File: config.mk
export PLATFORM = sky130hd
export DESIGN_NAME = wb_mem_arbiter
export DESIGN_NICKNAME = d
export VERILOG_FILES = /design/src/rtl/wb_mem_arbiter.sv
export SDC_FILE = /design/constraint.sdc
export NUM_CORES = 1
export LEC_CHECK = 0
export CORE_AREA = 2 2 128 130
export CTS_CLUSTER_DIAMETER = 200
export CTS_CLUSTER_SIZE = 28
export DETAILED_ROUTE_END_ITERATION = 10
export DIE_AREA = 0 0 130 132
export PLACE_DENSITY = 0.55
export SYNTH_ARGS = -nofsm -noshare
export SYNTH_HDL_FRONTEND = slang
export SYNTH_SLANG_ARGS = --single-unit
File: constraint.sdc
create_clock -name clk -period 5 [get_ports clk]
set_input_delay 0.75 -clock clk [delete_from_list [all_inputs] [get_ports clk]]
set_output_delay 0.75 -clock clk [all_outputs]
set_load 0.02 [all_outputs]
File: src/rtl/wb_mem_arbiter.sv
// Two-master to one-slave Wishbone arbiter with round-robin tie-break.
// The owner keeps the slave for as long as its cyc stays high. Request outputs are muxed
// combinationally from the owner, and the slave response is routed back to the owner only.
// Optional watchdog, enabled by defining ARB_WATCHDOG_EN: an owner that waits WDT_CYCLES
// strobed cycles without an ack gets an err pulse and is locked out until it drops cyc.
module wb_mem_arbiter #(
  parameter int unsigned WDT_CYCLES = 1024
) (
  input  logic        clk,
  input  logic        rst_n,
  // master 0
  input  logic        m0_cyc_i,
  input  logic        m0_stb_i,
  input  logic        m0_we_i,
  input  logic [31:2] m0_addr_i,
  input  logic [2:0]  m0_cti_i,
  input  logic [1:0]  m0_bte_i,
  input  logic [3:0]  m0_sel_i,
  input  logic [31:0] m0_data_i,
  output logic [31:0] m0_data_o,
  output logic        m0_ack_o,
  output logic        m0_err_o,
  // master 1
  input  logic        m1_cyc_i,
  input  logic        m1_stb_i,
  input  logic        m1_we_i,
  input  logic [31:2] m1_addr_i,
  input  logic [2:0]  m1_cti_i,
  input  logic [1:0]  m1_bte_i,
  input  logic [3:0]  m1_sel_i,
  input  logic [31:0] m1_data_i,
  output logic [31:0] m1_data_o,
  output logic        m1_ack_o,
  output logic        m1_err_o,
  // shared slave
  output logic        s_cyc_o,
  output logic        s_stb_o,
  output logic        s_we_o,
  output logic [31:2] s_addr_o,
  output logic [2:0]  s_cti_o,
  output logic [1:0]  s_bte_o,
  output logic [3:0]  s_sel_o,
  output logic [31:0] s_data_o,
  input  logic [31:0] s_data_i,
  input  logic        s_ack_i,
  // one-hot current owner
  output logic [1:0]  grant_o
);

  typedef enum logic [1:0] {StIdle, StOwn0, StOwn1, StAbort} state_e;

  state_e      state_q;
  logic        last_q;      // master served most recently; the other one wins a tie
  logic        abort_id_q;  // master locked out while in StAbort
  logic [1:0]  grant_q;
  logic        own0;
  logic        own1;
  logic        wdt_fire;

  assign own0    = (state_q == StOwn0);
  assign own1    = (state_q == StOwn1);
  assign grant_o = grant_q;

  // Slave request follows the owner; everything is quiet when nobody owns the bus.
  always_comb begin
    s_cyc_o  = 1'b0;
    s_stb_o  = 1'b0;
    s_we_o   = 1'b0;
    s_addr_o = '0;
    s_cti_o  = '0;
    s_bte_o  = '0;
    s_sel_o  = '0;
    s_data_o = '0;
    if (own0) begin
      s_cyc_o  = m0_cyc_i;
      s_stb_o  = m0_stb_i;
      s_we_o   = m0_we_i;
      s_addr_o = m0_addr_i;
      s_cti_o  = m0_cti_i;
      s_bte_o  = m0_bte_i;
      s_sel_o  = m0_sel_i;
      s_data_o = m0_data_i;
    end else if (own1) begin
      s_cyc_o  = m1_cyc_i;
      s_stb_o  = m1_stb_i;
      s_we_o   = m1_we_i;
      s_addr_o = m1_addr_i;
      s_cti_o  = m1_cti_i;
      s_bte_o  = m1_bte_i;
      s_sel_o  = m1_sel_i;
      s_data_o = m1_data_i;
    end
  end

  // Slave response goes to the owner only, even when the owner drops cyc on the ack cycle.
  always_comb begin
    m0_ack_o  = own0 & s_ack_i;
    m1_ack_o  = own1 & s_ack_i;
    m0_data_o = own0 ? s_data_i : '0;
    m1_data_o = own1 ? s_data_i : '0;
    m0_err_o  = own0 & wdt_fire;
    m1_err_o  = own1 & wdt_fire;
  end

`ifdef ARB_WATCHDOG_EN
  localparam int unsigned CntW = $clog2(WDT_CYCLES);
  localparam logic [CntW-1:0] CntMax = CntW'(WDT_CYCLES - 1);

  logic [CntW-1:0] wdt_cnt_q;
  logic            owner_cyc;
  logic            owner_stb;

  assign owner_cyc = own0 ? m0_cyc_i : (own1 ? m1_cyc_i : 1'b0);
  assign owner_stb = own0 ? m0_stb_i : (own1 ? m1_stb_i : 1'b0);
  assign wdt_fire  = owner_cyc & owner_stb & ~s_ack_i & (wdt_cnt_q == CntMax);

  // Count strobed, unacked cycles of the current owner; any ack or release restarts it.
  always_ff @(posedge clk or negedge rst_n) begin
    if (!rst_n) begin
      wdt_cnt_q <= '0;
    end else if (!owner_cyc || s_ack_i) begin
      wdt_cnt_q <= '0;
    end else if (owner_stb) begin
      wdt_cnt_q <= wdt_cnt_q + CntW'(1);
    end
  end
`else
  logic unused_wdt;
  assign unused_wdt = ^WDT_CYCLES;
  assign wdt_fire   = 1'b0;
`endif

  // Ownership FSM; grant is registered alongside the state it decodes.
  always_ff @(posedge clk or negedge rst_n) begin
    if (!rst_n) begin
      state_q    <= StIdle;
      last_q     <= 1'b1;
      abort_id_q <= 1'b0;
      grant_q    <= 2'b00;
    end else begin
      unique case (state_q)
        StIdle: begin
          if (m0_cyc_i && (!m1_cyc_i || last_q)) begin
            state_q <= StOwn0;
            last_q  <= 1'b0;
            grant_q <= 2'b01;
          end else if (m1_cyc_i) begin
            state_q <= StOwn1;
            last_q  <= 1'b1;
            grant_q <= 2'b10;
          end
        end
        StOwn0: begin
          if (wdt_fire) begin
            state_q    <= StAbort;
            abort_id_q <= 1'b0;
            grant_q    <= 2'b00;
          end else if (!m0_cyc_i) begin
            if (m1_cyc_i) begin
              state_q <= StOwn1;
              last_q  <= 1'b1;
              grant_q <= 2'b10;
            end else begin
              state_q <= StIdle;
              grant_q <= 2'b00;
            end
          end
        end
        StOwn1: begin
          if (wdt_fire) begin
            state_q    <= StAbort;
            abort_id_q <= 1'b1;
            grant_q    <= 2'b00;
          end else if (!m1_cyc_i) begin
            if (m0_cyc_i) begin
              state_q <= StOwn0;
              last_q  <= 1'b0;
              grant_q <= 2'b01;
            end else begin
              state_q <= StIdle;
              grant_q <= 2'b00;
            end
          end
        end
        StAbort: begin
          // Wait for the aborted master to give up; the other master then wins any tie.
          if (!(abort_id_q ? m1_cyc_i : m0_cyc_i)) begin
            state_q <= StIdle;
            last_q  <= abort_id_q;
          end
        end
        default: begin
          state_q <= StIdle;
          grant_q <= 2'b00;
        end
      endcase
    end
  end

endmodule

==> summary.md, run 1 <==
| Metric | Value |
|---|---|
| Worst path bufs/invs | 3 |
| Unrepaired setup endpoints after global routing | false |
| Launch point of the worst reg-to-reg path | state_q[1] |
| Comb power frac | 0.916 |
| Core Util, Final | 0.341 |
| Postcts setup bufs | 0 |
| Final setup fails | 0 |
| Fmax | 265 MHz |
| Hold Buf Count CTS | 0 |
| Max cap viols | 0 |
| Final layout net count | 839 |
| Crit Path Class | register to primary output |
| Synth unique cells | 27 |
| Fin crit share | 0.755 |
| Sink Count | 5 |
| Antenna Cells | 0 |
| Pint | 1.30 mW |
| Router iterations before antenna repair | 4 |
| Hold Path Class | register to register |
| Largest fanout on the critical path | 49 |
| Skew-Pair Late Insertion Delay | 0.23 ns |
| Sw power | 1.38 mW |
| Wirelength per Cell | 13.8 um |
| Number of fill cells in the layout | 1648 |
| Final hold vios | 0 |
| Max-slew violation count | 0 |
| Clock group share of total power | 0.051 |
| Cell family with most CP delay | buffers and inverters |
| DP Worst Slack | 1.38 ns |
| Yosys warns | 0 |
| Area of the multi-input gates | 1600 um^2 |
| Clock tree buffer depth | 2 |
| Vias | 3400 |
| Slowest-stage cell, CP | nor2_1 |
| Initial Util | 0.119 |
| CP endpoint kind | primary output |
| Die Area | 17200 um^2 |
| Slew headroom | 0.342 |
| CP required | 4.25 ns |
| DR iter-0 viols | 138 |
| Die Span Y | 132 um |
| Synth Instances | 351 |
| I/O Buffers | 324 |
| Maximum vdd drop | 0.205 mV |
| Cells along the critical path | inv_1, ha_4, inv_1, nor2_1, a22o_1, clkdlybuf4s50_1 |
| Mapped Area | 1880 um^2 |
| Synth Register Bits | 5 |
| ANT nets after route | 0 |
| Global-route wire length before repair | 16800 um |
| Post-DP HPWL | 9640 um |
| Crit path launch | state_q[0] |
| Total leakage power | 1.94 nW |
| Outcome | finished, final reports clean |
| PostCTS Resize Cnt | 0 |
| Row cnt | 46 |
| Gp weighted congestion | 0.867 |
| Post-DR vias/cell | 3.93 |
| Tmin final | 3.78 ns |
| Critical Path Max Stage Delay | 0.64 ns |
| Critical hold path startpoint | grant_o[1] |
| PnR worst setup slack | 1.22 ns |
| Final setup TNS | 0 ns |
| Number of antenna violations at the first check in global routing | 1 |
| Seq pwr share | 0.033 |
| Core box area | 15700 um^2 |
| Area grow syn2layout | 185% |
| Sequential fraction of the synthesis area | 0.0674 |
| Share of layout cells above drive strength 1 | 0.0200 |
| Clk root buf | clkbuf_16 |
| Number of global-route vias before repair | 3126 |
| Syn avg cell area | 5.34 um^2 |
| Clock buffer count from CTS | 3 |
| Chip Width | 130 um |
| Worst EP arrival | 3.03 ns |
| DR DRC count | 0 |
| Worst-margin pin slew | 0.987 ns |
| Total wire length | 12000 um |
| CTS tree | yes |
| Io pins | 327 |
| Worst Skew | 0.00126 ns |
| Aggregate global-route resource usage | 0.122 |
| Sw Ratio | 0.515 |
| Reg area | 126 um^2 |
| Clock slew at reported path FFs | 0.04 ns |
| Startpoint types | register |
| Crit path top cell by count | inv_1 |
| Pwr dens | 499 nW/um^2 |
| Total grt overflow | 0 |
| H-tree lvl count | 1 |
| Largest net degree at the start of global routing | 74 |
## cell type report
class	count	share of cell area
Sequential cell	5	0.0236
Tap cell	216	0.0505
Inverter	5	0.00351
Multi-Input combinational cell	309	0.299
Timing Repair Buffer	326	0.609
Clock buffer	4	0.0147
## synthesized netlist by cell type (all sizes together)
master / number / share of area
nand2: 135 / 0.27
o21ai: 70 / 0.19
and2: 66 / 0.22
buf: 18 / 0.054
clkbuf: 15 / 0.030
a22o: 7 / 0.033
a31oi: 6 / 0.020
ha: 6 / 0.040
inv: 5 / 0.010
dfrtp: 4 / 0.053
nand3: 4 / 0.013
a21oi: 2 / 0.0053
mux2: 2 / 0.012
a21boi: 1 / 0.0040
and3: 1 / 0.0060
conb: 1 / 0.0020
dfstp: 1 / 0.014
nand2b: 1 / 0.0033
nand3b: 1 / 0.0040
nor2: 1 / 0.0020
nor2b: 1 / 0.0033
o31ai: 1 / 0.0040
or3: 1 / 0.0033
or3b: 1 / 0.0060
## layout by cell type (no fill, tap or decap), drive strengths merged
cell	synthesis	routed
clkdlybuf4s50	0	324
nand2	135	135
o21ai	70	70
and2	66	66
a22o	7	7
a31oi	6	6
ha	6	6
inv	5	5
dfrtp	4	4
nand3	4	4
clkbuf	15	4
a21oi	2	2
mux2	2	2
conb	1	2
buf	18	2
nor2	1	1
or3b	1	1
and3	1	1
nand2b	1	1
or3	1	1
nor2b	1	1
nand3b	1	1
a21boi	1	1
o31ai	1	1
dfstp	1	1
## metal layers
metal	global-route usage	vias up	wire [um]
li1	-	1724	-
met1	0.135	1474	4600
met2	0.232	192	6060
met3	0.0365	8	1220
met4	0.0137	2	83
met5	0	-	13
## flip-flops by register name, summed over array words and instances (netlist names)
register and count:
grant_o 2, last_q 1, state_q 2
## per-stage QoR
| step | total power, mW | instance area (um^2) | hold WS (ns) | cells |
|---|---|---|---|---|
| after detailed placement | 2.55 | 5280 | 0.500 | 861 |
| after global routing | 2.86 | 5350 | 0.538 | 865 |
| after floorplan | 1.38 | 1880 | 0.454 | 352 |
| final | 2.67 | 5350 | 0.514 | 865 |
| after global placement | 2.55 | 5280 | 0.498 | 861 |
| after CTS | 2.70 | 5350 | 0.518 | 865 |
## cell families (layout without fill, tap and decap cells)
kind of cell               after synthesis  after routing  share of synthesized area
AOI/OAI and AO/OA                       87             87                      0.253
adders and majority gates                6              6                     0.0400
buffers and inverters                   38            335                     0.0941
DFF                                      5              5                     0.0674
muxes                                    2              2                     0.0120
other                                    1              2                    0.00200
and+or+nand+nor                        212            212                      0.532
## worst reg2reg max path, delay by kind of cell, from the launching register on
family | cells | cell delay, ns
and+or+nand+nor | 1 | 0.14
muxes | 1 | 0.33
adders and majority gates | 1 | 0.84
DFF | 1 | 0.43
buffers and inverters | 1 | 0.18
AOI/OAI and AO/OA | 1 | 0.17
## power by group through the flow
stage	Sequential (mW)	Combinational, mW	Clock [mW]
6_report	0.0882	2.45	0.135
5_1_grt	0.0908	2.63	0.141
4_1_cts	0.0872	2.48	0.136
3_5_place_dp	0.0870	2.47	0
3_3_place_gp	0.0862	2.46	0
2_1_floorplan	0.0882	1.29	0
## worst paths after layout
kind | to | slack, ns | cells after the start
min in group asynchronous | grant_o[0] | 0.75 | 1
worst min-delay path | grant_o[1] | 0.51 | 1
worst max register to register | grant_o[1] | 2.79 | 5
worst min register to register | grant_o[1] | 0.51 | 1
worst max-delay path | s_stb_o | 1.22 | 6
max in group asynchronous | last_q | 4.00 | 1
No activity file was read; power rests on OpenSTA's default activity.
==> inputs of run 2 (changes only) <==
clock period = 3.8 ns   (was 5 ns; I/O delays follow)
==> summary.md, run 2 (same netlist as run 1, synthesis figures left out) <==
| Metric | Value |
|---|---|
| Vias | 3389 (-0.32%) |
| CP endpoint kind | primary output |
| Aggregate global-route resource usage | 0.120 (-0.00210) |
| Fin crit share | 0.832 |
| Pwr dens | 655 nW/um^2 (+31%) |
| Router iterations before antenna repair | 4 (unchanged) |
| Global-route wire length before repair | 16800 um (-0.20%) |
| Clock slew at reported path FFs | 0.03 ns (about the same) |
| Pwr Total | 3.53 mW (+32%) |
| Io pins | 327 (unchanged) |
| Die Area | 17200 um^2 (unchanged) |
| Hold Buf Count CTS | 0 (unchanged) |
| Row cnt | 46 (unchanged) |
| Initial Util | 0.119 (unchanged) |
| Slew headroom | 0.524 (+0.182) |
| Gp weighted congestion | 0.832 (-4.0%) |
| Area grow syn2layout | 187% |
| Max-slew violation count | 0 (unchanged) |
| Most frequent cells in the layout | 323 x clkdlybuf4s50_1, 135 x nand2_1, 70 x o21ai_0 |
| Worst EP arrival | 2.59 ns (-0.44 ns) |
| Final setup TNS | 0 ns (unchanged) |
| Outcome | finished, final reports clean |
| Wirelength per Cell | 13.5 um (-2.3%) |
| Die Span Y | 132 um (unchanged) |
| Antenna Cells | 0 (unchanged) |
| Hold Path Class | register to register |
| Fmax | 316 MHz |
| Worst-margin pin slew | 0.711 ns (-0.276 ns) |
| DR DRC count | 0 (unchanged) |
| Tmin final | 3.16 ns |
| Unrepaired setup endpoints after global routing | false |
| Total grt overflow | 0 (unchanged) |
| Max cap viols | 0 (unchanged) |
| Total leakage power | 1.96 nW (+0.98%) |
| Total wire length | 11700 um (-2.0%) |
| Post-DP HPWL | 9470 um (-1.8%) |
| PostCTS Resize Cnt | 0 (unchanged) |
| Largest net degree at the start of global routing | 103 (+39%) |
| Commonest non-fill, non-tap cell in the layout | clkdlybuf4s50_1 |
| Core box area | 15700 um^2 (unchanged) |
| Number of fill cells in the layout | 1667 (+1.2%) |
| Post-DR vias/cell | 3.91 (-0.55%) |
| Clk root buf | clkbuf_16 |
| Maximum vdd drop | 0.329 mV (+60%) |
| Largest fanout on the critical path | 48 (-2.0%) |
| Skew-Pair Late Insertion Delay | 0.23 ns (about the same) |
| Chip Width | 130 um (unchanged) |
| I/O Buffers | 324 (unchanged) |
| Reg area | 126 um^2 (unchanged) |
| Postcts setup bufs | 0 (unchanged) |
| Area of the multi-input gates | 1600 um^2 (unchanged) |
| Number of antenna violations at the first check in global routing | 0 (-1) |
| Number of global-route vias before repair | 3263 (+4.4%) |
| Sink Count | 5 (unchanged) |
| Final setup fails | 0 (unchanged) |
| Startpoint types | register |
| ANT nets after route | 0 (unchanged) |
| CP required | 3.23 ns (-1.02 ns) |
| H-tree lvl count | 1 (unchanged) |
| Crit Path Class | register to primary output |
| Worst Skew | 0.00328 ns (+0.00202 ns) |
| Clock buffer count from CTS | 3 (unchanged) |
| Share of layout cells above drive strength 1 | 0.0246 (+0.00455) |
| CTS tree | yes |
| Final hold vios | 0 (unchanged) |
| Final layout net count | 841 (+0.24%) |
| Clock tree buffer depth | 2 (unchanged) |
| DR iter-0 viols | 87 (-37%) |
==> run 2: worst paths after layout <==
path	from	endpoint	slack (ns)	cells past startpoint
setup / recovery	state_q[1]	s_sel_o[3]	0.64	5
hold / removal	grant_o[1]	grant_o[1]	0.50	1
setup reg to reg	state_q[0]	grant_o[1]	1.87	6
hold reg to reg	grant_o[1]	grant_o[1]	0.50	1
max in group asynchronous	rst_n	last_q	2.95	1
min in group asynchronous	rst_n	state_q[1]	0.58	1
==> run 2: routing by layer <==
layer  track usage  up-vias  routed length [um]
li1              -     1730                   -
met1         0.126     1476                4340
met2         0.240      181                6110
met3        0.0373        2                1250
met4       0.00418        0                  27
met5             0        -                   0
==> run 2: area by class of cell <==
| type | instances | area share |
|---|---|---|
| Timing Repair Buffer | 328 | 0.611 |
| Multi-Input combinational cell | 309 | 0.297 |
| Tap cell | 216 | 0.0501 |
| Sequential cell | 5 | 0.0234 |
| Clock buffer | 4 | 0.0146 |
| Inverter | 5 | 0.00348 |
==> run 2: critical path, stage by stage, from the launching register on <==
cell,delay (ns)
dfrtp_1,0.43
inv_1,0.14
ha_4,0.32
nor2_1,0.61
a22o_1,0.23
clkdlybuf4s50_1,0.61
==> run 2: stage by stage <==
step	setup slack (ns)	util	std cells	area (um^2)	hold WS (ns)
final	0.639	0.343	867	5390	0.505
after global routing	0.455	0.343	867	5390	0.549
after CTS	0.509	0.343	867	5390	0.510
after detailed placement	0.758	0.338	863	5310	0.498
after global placement	0.847	0.338	863	5310	0.494
after floorplan	1.63	-	352	1880	0.274
==> run 2: report_power, final <==
group,switching [mW],internal (mW),total [mW],leakage (nW)
clock network,0.0350,0.139,0.174,0.0382
registers,0.0297,0.0850,0.115,0.0593
logic,1.74,1.51,3.25,1.87
